<file path="config.mk">
export PLATFORM = sky130hd
export DESIGN_NAME = sdram_arbiter
export DESIGN_NICKNAME = d
export VERILOG_FILES = /design/src/rtl/sdram_arbiter.sv
export SDC_FILE = /design/constraint.sdc
export NUM_CORES = 1
export LEC_CHECK = 0
export BUFFER_PORTS_ARGS = -buffer_cell sky130_fd_sc_hd__buf_4
export CAP_MARGIN = 20
export CORE_MARGIN = 2
export CORE_UTILIZATION = 39
export CTS_BUF_LIST = sky130_fd_sc_hd__clkbuf_8 sky130_fd_sc_hd__clkbuf_16
export DETAILED_ROUTE_END_ITERATION = 8
export GPL_ROUTABILITY_DRIVEN = 1
export HOLD_SLACK_MARGIN = 0.02
export PLACE_DENSITY_LB_ADDON = 0.25
export RECOVER_POWER = 25
export SYNTH_ARGS = -nofsm -noshare
export SYNTH_HDL_FRONTEND = slang
export SYNTH_SLANG_ARGS = --single-unit
</file>
<file path="constraint.sdc">
create_clock -name clk -period 1.22 [get_ports clk]
set_input_delay 0.061 -clock clk [delete_from_list [all_inputs] [get_ports clk]]
set_output_delay 0.061 -clock clk [all_outputs]
set_load 0.03 [all_outputs]
</file>
<file path="src/rtl/sdram_arbiter.sv">
// ---------------------------------------------------------------------------
// sdram_arbiter
//
// Two-port command arbiter in front of a single SDRAM controller. A request
// from port 0 or port 1 is latched, presented to the controller as a held
// read or write strobe until the controller reports busy, acknowledged with
// a one-cycle ack, and (for reads) answered through a shared rdata register
// qualified by a per-port rvalid pulse.
//
// Configuration:
//   SDRAM_ARBITER_FIXED_PRIO_EN  defined   -> port 0 always wins ties,
//                                             no last-grant pointer.
//                                undefined -> round-robin on ties (default).
//
// Ports:
//   clk, rst                 clock, synchronous active-high reset
//   req0/1, wr0/1            per-port request and command type (1 = write)
//   addr0/1, wdata0/1        per-port address and write data
//   ack0/1                   one-cycle pulse: command taken by controller
//   rvalid0/1, rdata         read data return (rdata shared by both ports)
//   ctl_wr_enable/rd_enable  command strobes to the controller
//   ctl_addr, ctl_wdata      latched command address / write data
//   ctl_busy                 controller executing a command
//   ctl_rd_ready, ctl_rdata  controller read data return
// ---------------------------------------------------------------------------
module sdram_arbiter #(
    parameter int BUS_WIDTH  = 16,
    parameter int ADDR_WIDTH = 22
) (
    input  logic                  clk,
    input  logic                  rst,
    input  logic                  req0,
    input  logic                  req1,
    input  logic                  wr0,
    input  logic                  wr1,
    input  logic [ADDR_WIDTH-1:0] addr0,
    input  logic [ADDR_WIDTH-1:0] addr1,
    input  logic [BUS_WIDTH-1:0]  wdata0,
    input  logic [BUS_WIDTH-1:0]  wdata1,
    output logic                  ack0,
    output logic                  ack1,
    output logic                  rvalid0,
    output logic                  rvalid1,
    output logic [BUS_WIDTH-1:0]  rdata,
    output logic                  ctl_wr_enable,
    output logic                  ctl_rd_enable,
    output logic [ADDR_WIDTH-1:0] ctl_addr,
    output logic [BUS_WIDTH-1:0]  ctl_wdata,
    input  logic                  ctl_busy,
    input  logic                  ctl_rd_ready,
    input  logic [BUS_WIDTH-1:0]  ctl_rdata
);

    typedef enum logic [1:0] {
        IDLE  = 2'd0,
        ISSUE = 2'd1,
        BUSY  = 2'd2
    } state_t;

    state_t state, state_nx;

    // Latched command context: which port won and whether it is a write.
    logic win;      // 0 = port 0, 1 = port 1
    logic wr_lat;

    // Control decodes from the next-state logic.
    logic load;       // IDLE with a request: latch the winner
    logic issue_done; // ISSUE saw ctl_busy: drop enables, ack
    logic rd_cap;     // BUSY read with ctl_rd_ready: capture rdata
    logic release_cmd;// BUSY saw ctl_busy low: command finished

    // Arbitration result for the current cycle.
    logic pick1;
    logic sel_wr;

`ifdef SDRAM_ARBITER_FIXED_PRIO_EN
    // Port 0 always wins a tie.
    always_comb pick1 = req1 & ~req0;
`else
    // Last port granted; resets to port 1 so port 0 takes the first tie.
    logic last_grant;

    // On a tie the port that was not granted last wins.
    always_comb pick1 = req1 & (~req0 | ~last_grant);
`endif

    always_comb sel_wr = pick1 ? wr1 : wr0;

    // -----------------------------------------------------------------------
    // State register
    // -----------------------------------------------------------------------
    always_ff @(posedge clk) begin
        if (rst) state <= IDLE;
        else     state <= state_nx;
    end

    // -----------------------------------------------------------------------
    // Next-state and control decode
    // -----------------------------------------------------------------------
    always_comb begin
        state_nx    = state;
        load        = 1'b0;
        issue_done  = 1'b0;
        rd_cap      = 1'b0;
        release_cmd = 1'b0;
        unique case (state)
            IDLE: begin
                if (req0 | req1) begin
                    load     = 1'b1;
                    state_nx = ISSUE;
                end
            end
            ISSUE: begin
                if (ctl_busy) begin
                    issue_done = 1'b1;
                    state_nx   = BUSY;
                end
            end
            BUSY: begin
                // Read data returns only matter for a read command; a stray
                // strobe during a write is dropped.
                if (!wr_lat && ctl_rd_ready) rd_cap = 1'b1;
                if (!ctl_busy) begin
                    release_cmd = 1'b1;
                    state_nx    = IDLE;
                end
            end
            default: state_nx = IDLE;
        endcase
    end

    // -----------------------------------------------------------------------
    // Command latch and controller strobes
    // -----------------------------------------------------------------------
    always_ff @(posedge clk) begin
        if (rst) begin
            win           <= 1'b0;
            wr_lat        <= 1'b0;
            ctl_addr      <= '0;
            ctl_wdata     <= '0;
            ctl_wr_enable <= 1'b0;
            ctl_rd_enable <= 1'b0;
        end else if (load) begin
            // Everything is captured here, so later changes on either
            // port's inputs cannot disturb the command in flight.
            win           <= pick1;
            wr_lat        <= sel_wr;
            ctl_addr      <= pick1 ? addr1  : addr0;
            ctl_wdata     <= pick1 ? wdata1 : wdata0;
            ctl_wr_enable <= sel_wr;
            ctl_rd_enable <= ~sel_wr;
        end else if (issue_done) begin
            ctl_wr_enable <= 1'b0;
            ctl_rd_enable <= 1'b0;
        end
    end

    // -----------------------------------------------------------------------
    // Handshake pulses and read data return
    // -----------------------------------------------------------------------
    always_ff @(posedge clk) begin
        if (rst) begin
            ack0    <= 1'b0;
            ack1    <= 1'b0;
            rvalid0 <= 1'b0;
            rvalid1 <= 1'b0;
            rdata   <= '0;
        end else begin
            ack0    <= issue_done & ~win;
            ack1    <= issue_done &  win;
            rvalid0 <= rd_cap & ~win;
            rvalid1 <= rd_cap &  win;
            if (rd_cap) rdata <= ctl_rdata;
        end
    end

`ifndef SDRAM_ARBITER_FIXED_PRIO_EN
    // Pointer moves only when a command completes; an abandoned command
    // (reset mid-flight) leaves it at its reset value.
    always_ff @(posedge clk) begin
        if (rst)              last_grant <= 1'b1;
        else if (release_cmd) last_grant <= win;
    end
`endif

endmodule

</file>
==> out/results.tsv, run 1 <==
metric	value	unit
start_util	40.6	%
worstPathRequired	1.46	ns
max_freq	766	MHz
maxSlewHeadroom	70.1	%
min_period	1.30	ns
nets	572	
cap_viol_max_count	0	
ir_worst_vdd	0.640	mV
critPathLaunchType	flop	
die_y	88.4	um
antenna_found_initial	0	
fin_skew	0.00623	ns
final_layout_size_suffix_gt1_share	42.2	%
drc	0	
path_clk_slew	0.07	ns
arrival	1.54	ns
synth_nets	393	
wire_per_inst	14.3	um
vias_per_cell	4.94	
slew_viol_final	0	
fill_cells	581	
fp.dieW	88.4	um
violations	negative setup slack	
p_per_area	1210	nW/um^2
globalplace.congestion	0.779	
insertion_delay	0.33	ns
fin_util	66.9	%
fin_crit_sh	107	%
rows	30	
synth-seq-area-share	46.9	%
synth_area	2780	um^2
syn_to_final_growth	64.7	%
max_slew.worst_pin.slew	0.448	ns
ant_nets	0	
path_buf_inv	1	
core	6830	um^2
ys_ff_latch	65	
first_pass_iters	4	
cts_max_level	3	
status	finished with violations	
grt_pass1_vias	2723	
setup_viol	20	
syn_inst	293	
grt_first_pass_wirelength	12400	um
yosysWarningCount	0	
synth_area_per_cell	9.48	um^2
max_stage_delay	0.33	ns
cts.path.max_buffers	2	
critPathTopFamily	compound AO/OA/AOI/OAI gates	
leakagePower	1.93	nW
tritoncts	built	
setup_ws	-0.0847	ns
io_buffers	159	
hold_viol_final	0	
totalWireLength	8190	um
dieArea	7810	um^2
root_buffer	clkbuf_8	
fin_hold_ws	0.0550	ns
grt_setup_unrepaired	true	
drt_iter0_drc	92	
synthDistinctLibCells	32	
place_hpwl	5740	um
io_pins	160	
worstPathCellList	a21boi_4, buf_12, mux2_4, a2111oi_4	
grt_usage	20.3	%
end_kind	flop	
num_vias	2826	
diodes	0	
cts.sinks	65	
critPathSlowestCell	dfxtp_2	
grt_max_degree	39	
hp-class	in -> reg	
grt.overflow.total	0	
cts_inserted_buffers	9	
cp_max_fo	5	
path_class	reg -> reg	
## layer usage
metal  global-route usage, %  share of wire [%]  vias to the layer above
met4                    9.50                2.9                        0
met3                    5.88                7.1                       24
met1                    23.5                 40                     1279
met5                       0                  0                        -
li1                        -                  -                     1421
met2                    34.6                 50                      102
## Yosys cell counts (all sizes together)
library cell,number,share of area (%)
and2,1,0.23
dfxtp,65,47
nand2,34,4.6
a21bo,1,0.36
mux2i,39,14
nor3b,3,0.81
a2111oi,1,0.99
a211o,1,0.32
xnor2,1,0.32
a21boi,2,0.54
nand4bb,1,0.41
clkbuf,16,2.3
nor2,1,0.23
o22ai,1,0.23
nor4,1,0.23
inv,1,0.14
nor3,2,0.36
a21oi,57,10
nand2b,1,0.23
mux2,1,0.41
buf,16,3.4
nor2b,2,0.45
a211oi,39,11
o31ai,1,0.27
nor4b,2,0.63
nand3b,1,0.27
nor4bb,1,0.36
or2,1,0.23
## power by group
part / switching [mW] / internal [mW] / total (mW) / leakage [nW]
Combinational: 0.865 / 0.760 / 1.63 / 1.30
Sequential: 0.108 / 2.31 / 2.41 / 0.536
Clock: 0.755 / 0.759 / 1.51 / 0.0929
## worst paths after layout
path | startpoint | end | slack, ns | cells after the start
hold / removal | wr0 | ctl_wr_enable$_SDFFE_PP0P_ | 0.05 | 3
hold reg to reg | rdata[4]$_SDFFE_PP0N_ | rdata[4]$_SDFFE_PP0N_ | 0.46 | 2
setup reg to reg | last_grant$_SDFFE_PP1P_ | ctl_rd_enable$_SDFFE_PP0P_ | -0.08 | 4
setup / recovery | last_grant$_SDFFE_PP1P_ | ctl_rd_enable$_SDFFE_PP0P_ | -0.08 | 4
## area by class of cell
| class | instances | area [um^2] | share of cell area (%) |
|---|---|---|---|
| multi-input cells | 195 | 1420 | 31.1 |
| repair buffers | 200 | 1560 | 34.0 |
| clock inverters | 5 | 23.8 | 0.520 |
| clock buffers | 10 | 138 | 3.01 |
| inverters | 1 | 3.75 | 0.0821 |
| flip-flops and latches | 65 | 1310 | 28.7 |
| well taps | 96 | 120 | 2.63 |
## through the flow
step	setup TNS, ns	setup slack, ns	cell area [um^2]	cells	total power, mW
final	-0.424	-0.0847	4570	572	5.55
after global routing	-2.60	-0.109	4570	572	5.84
after CTS	-1.29	-0.0818	4480	569	5.58
after detailed placement	-2.20	-0.112	4140	537	4.00
after global placement	-0.778	-0.0579	4140	537	3.98
after floorplan	-0.0366	-0.0366	2800	293	3.33
## tightest hold or removal path, cell delays in order
cell and delay (ns):
buf_4 0.10, mux2i_4 0.06, o22ai_1 0.11
## sequential cells by signal (all words and copies together) (netlist names), 2 cells and up
register,count
ctl_addr,22
ctl_wdata,16
rdata,16
state,2
## cells by family (layout without fill, tap and decap cells)
kind of cell / Yosys count / in the layout / synth area share (%)
compound gates: 103 / 103 / 23.5
flops: 65 / 65 / 46.9
simple gates: 51 / 51 / 9.01
mux: 40 / 40 / 14.5
buf+inv: 33 / 216 / 5.81
xor+xnor: 1 / 1 / 0.316
## layout by cell type, fill, tap and decap left out, types with 4 or more instances in the layout
cell	synthesis	layout
clkbuf_1	14	18
dfxtp_1	65	62
a21oi_1	57	54
mux2i_1	39	34
a211oi_2	0	4
a211oi_1	39	35
clkinv_2	0	4
dlygate4sd3_1	0	17
buf_4	4	158
clkbuf_8	0	10
buf_12	0	6
nand2_1	34	34
## repair_timing
| item | in CTS | in global routing |
|---|---|---|
| setup buffers | 0 | 3 |
| pin swaps | 0 | 4 |
| hold endpoints to repair | 17 | 0 |
| resized for setup | 4 | 27 |
| endpoints found under the setup margin | 57 | 50 |
| hold buffers | 17 | 0 |
No activity file was read; power rests on OpenSTA's default activity.
==> run 2: changes to the inputs <==
--- a/config.mk
+++ b/config.mk
@@ -7,8 +7,10 @@
 export LEC_CHECK = 0
 export BUFFER_PORTS_ARGS = -buffer_cell sky130_fd_sc_hd__buf_4
 export CAP_MARGIN = 20
+export CELL_PAD_IN_SITES_DETAIL_PLACEMENT = 1
+export CELL_PAD_IN_SITES_GLOBAL_PLACEMENT = 1
 export CORE_MARGIN = 2
-export CORE_UTILIZATION = 39
+export CORE_UTILIZATION = 33
 export CTS_BUF_LIST = sky130_fd_sc_hd__clkbuf_8 sky130_fd_sc_hd__clkbuf_16
 export DETAILED_ROUTE_END_ITERATION = 8
 export GPL_ROUTABILITY_DRIVEN = 1
==> constraint.sdc (replaced) <==
create_clock -name clk -period 1.56 [get_ports clk]
set_input_delay 0.078 -clock clk [delete_from_list [all_inputs] [get_ports clk]]
set_output_delay 0.078 -clock clk [all_outputs]
set_load 0.03 [all_outputs]
==> run 2 against run 1 <==
The flow now finishes without violations. Highest routed layer unchanged. First-iteration DRC count down 9.8%. Combinational power down 28%. Power down 13%. Cell count down 0.35%. Fmax down 8.2%. Largest power group unchanged. Critical path type unchanged. Sequential share of layout area up 1.2 points.
==> out/results.tsv, run 2 (synthesis gave the netlist of run 1 again) <==
metric	value	unit	change
largest_reg_flops	22		unchanged
setup_ws	0.139	ns	+0.224 ns
hold_depth	2		-1
grt_setup_unrepaired	false		
final_layout_size_suffix_gt1_share	35.1	%	-7.2 points
io_pins	160		unchanged
drc	0		unchanged
finalInstanceArea	4360	um^2	-4.6%
first_pass_iters	4		unchanged
nets	560		-2.1%
dpl_cell_area	4080	um^2	-1.6%
max_freq	704	MHz	-8.2%
rows	33		+10%
hp-class	in -> reg		
cts_resized	0		-4
largest_register	ctl_addr		
antenna_found_initial	0		unchanged
cts.path.max_buffers	2		unchanged
grt_first_pass_wirelength	14200	um	+14%
arrival	1.69	ns	+0.15 ns
diodes	0		unchanged
io_buffers	159		unchanged
worstPathRequired	1.83	ns	+0.37 ns
wire_per_inst	16.2	um	+13%
stdcell_count	570		-0.35%
tritoncts	built		
cap_viol_max_count	0		unchanged
mostFrequentLayoutCell	buf_4		
cts.sinks	65		unchanged
die_y	95.7	um	+8.3%
slew_viol_final	0		unchanged
fin_hold_ws	0.0563	ns	+0.00135 ns
cp_max_fo	16		+11
root_buffer	clkbuf_8		
critPathLaunchType	flop		
totalWireLength	9250	um	+13%
reg_top3	ctl_addr: 22 flops, ctl_wdata: 16 flops, rdata: 16 flops		
syn_to_final_growth	57.1	%	
r2r_end	rdata[10]$_SDFFE_PP0N_		
globalplace.congestion	0.727		-6.8%
path_clk_slew	0.08	ns	about the same
fin_skew	0.00969	ns	+0.00346 ns
min_to	state[1]$_SDFFE_PP0P_		
maxSlewHeadroom	58.2	%	-12 points
grt_max_degree	57		+46%
finalSetupTns	0	ns	+0.424 ns
grt.overflow.total	0		unchanged
end_kind	flop		
dp_cells	538		+0.19%
insertion_delay	0.34	ns	about the same
fp.dieW	95.7	um	+8.3%
core	8180	um^2	+20%
status	finished, final reports clean		
p_per_area	1100	nW/um^2	-9.2%
min_from	ctl_busy		
hold_viol_final	0		unchanged
start_util	34.0	%	-6.7 points
mostFrequentLayoutCells	140 x buf_4, 65 x dfxtp_1, 57 x a21oi_1, 39 x mux2i_1, 39 x a211oi_1		
max_slew.worst_pin.slew	0.627	ns	+0.179 ns
leakagePower	1.80	nW	-6.6%
cts_inserted_buffers	9		unchanged
vias_per_cell	4.98		+0.88%
path_class	reg -> reg		
r2r_cells	5		+1
min_period	1.42	ns	+0.116 ns
grt_usage	20.0	%	-0.26 points
worstReg2RegStart	state[1]$_SDFFE_PP0P_		
fin_crit_sh	91.1	%	-16 points
cts_max_level	3		unchanged
place_hpwl	6430	um	+12%
dieArea	9160	um^2	+17%
num_vias	2841		+0.53%
postCtsSetupRepairBufs	0		unchanged
r2r_setup_slack	0.14	ns	+0.22 ns
drt_iter0_drc	83		-9.8%
setup_viol	0		-100%
ant_nets	0		unchanged
ir_worst_vdd	0.540	mV	-16%
dpl_worst_slack	0.157	ns	+0.269 ns
grt_pass1_vias	2832		+4.0%
==> run 2: cell types whose count changed in the layout (fill, tap and decap cells not counted), moves of 3 or more <==
cell | before | now
buf_4 | 158 | 140
clkbuf_1 | 18 | 31
buf_12 | 6 | 1
mux2i_1 | 34 | 39
a211oi_1 | 35 | 39
a211oi_2 | 4 | 0
a21oi_1 | 54 | 57
a21oi_2 | 3 | 0
bufinv_16 | 0 | 3
clkinv_2 | 4 | 1
dfxtp_1 | 62 | 65
mux2i_4 | 3 | 0
==> run 2: cell type report <==
class | instances | area [um^2]
Multi-Input combinational cell | 195 | 1340
Tap cell | 105 | 131
Timing Repair Buffer | 188 | 1350
Fill cell | 954 | 3810
Sequential cell | 65 | 1300
Inverter | 1 | 3.75
Clock buffer | 9 | 124
Clock inverter | 7 | 119
==> run 2: layer usage <==
metal / vias to the layer above / global-route usage (%) / part of all wire [%]
li1: 1399 / - / -
met1: 1335 / 24.5 / 41
met2: 95 / 34.9 / 51
met3: 12 / 5.09 / 6.0
met4: 0 / 5.48 / 1.5
met5: - / 0 / 0
==> run 2: stage by stage <==
| step | utilization [%] | power, mW |
|---|---|---|
| after global placement | 49.9 | 3.09 |
| after CTS | 54.8 | 4.91 |
| after detailed placement | 49.9 | 3.13 |
| after floorplan | - | 2.60 |
| after global routing | 53.4 | 5.04 |
| final | 53.4 | 4.81 |
==> run 2: critical path, stage by stage (launching register included) <==
cell      delay [ns]
dfxtp_1         0.45
buf_4           0.19
nor4bb_2        0.22
buf_4           0.27
nand2_1         0.08
a21oi_1         0.14
==> run 2: worst max-delay path by stage <==
stage / startpoint / endpoint / slack, ns / depth (start not counted)
4_1_cts: state[1]$_SDFFE_PP0P_ / rdata[4]$_SDFFE_PP0N_ / 0.15 / 5
3_3_place_gp: last_grant$_SDFFE_PP1P_ / ctl_rd_enable$_SDFFE_PP0P_ / 0.23 / 3
6_report: state[1]$_SDFFE_PP0P_ / rdata[10]$_SDFFE_PP0N_ / 0.14 / 5
3_5_place_dp: state[1]$_SDFFE_PP0P_ / rdata[4]$_SDFFE_PP0N_ / 0.16 / 5
2_1_floorplan: last_grant$_SDFFE_PP1P_ / ctl_rd_enable$_SDFFE_PP0P_ / 0.24 / 4
5_1_grt: state[1]$_SDFFE_PP0P_ / rdata[10]$_SDFFE_PP0N_ / 0.01 / 5
==> run 2: power by group <==
part / internal, mW / switching (mW)
logic: 0.511 / 0.669
clock network: 1.06 / 0.684
registers: 1.80 / 0.0859
total: 3.37 / 1.44
==> run 2: what timing repair did <==
| action | 4_1_cts | 5_1_grt |
|---|---|---|
| hold endpoints to repair | 16 | 0 |
| hold buffers | 16 | 0 |
| setup endpoints to repair | 0 | 0 |
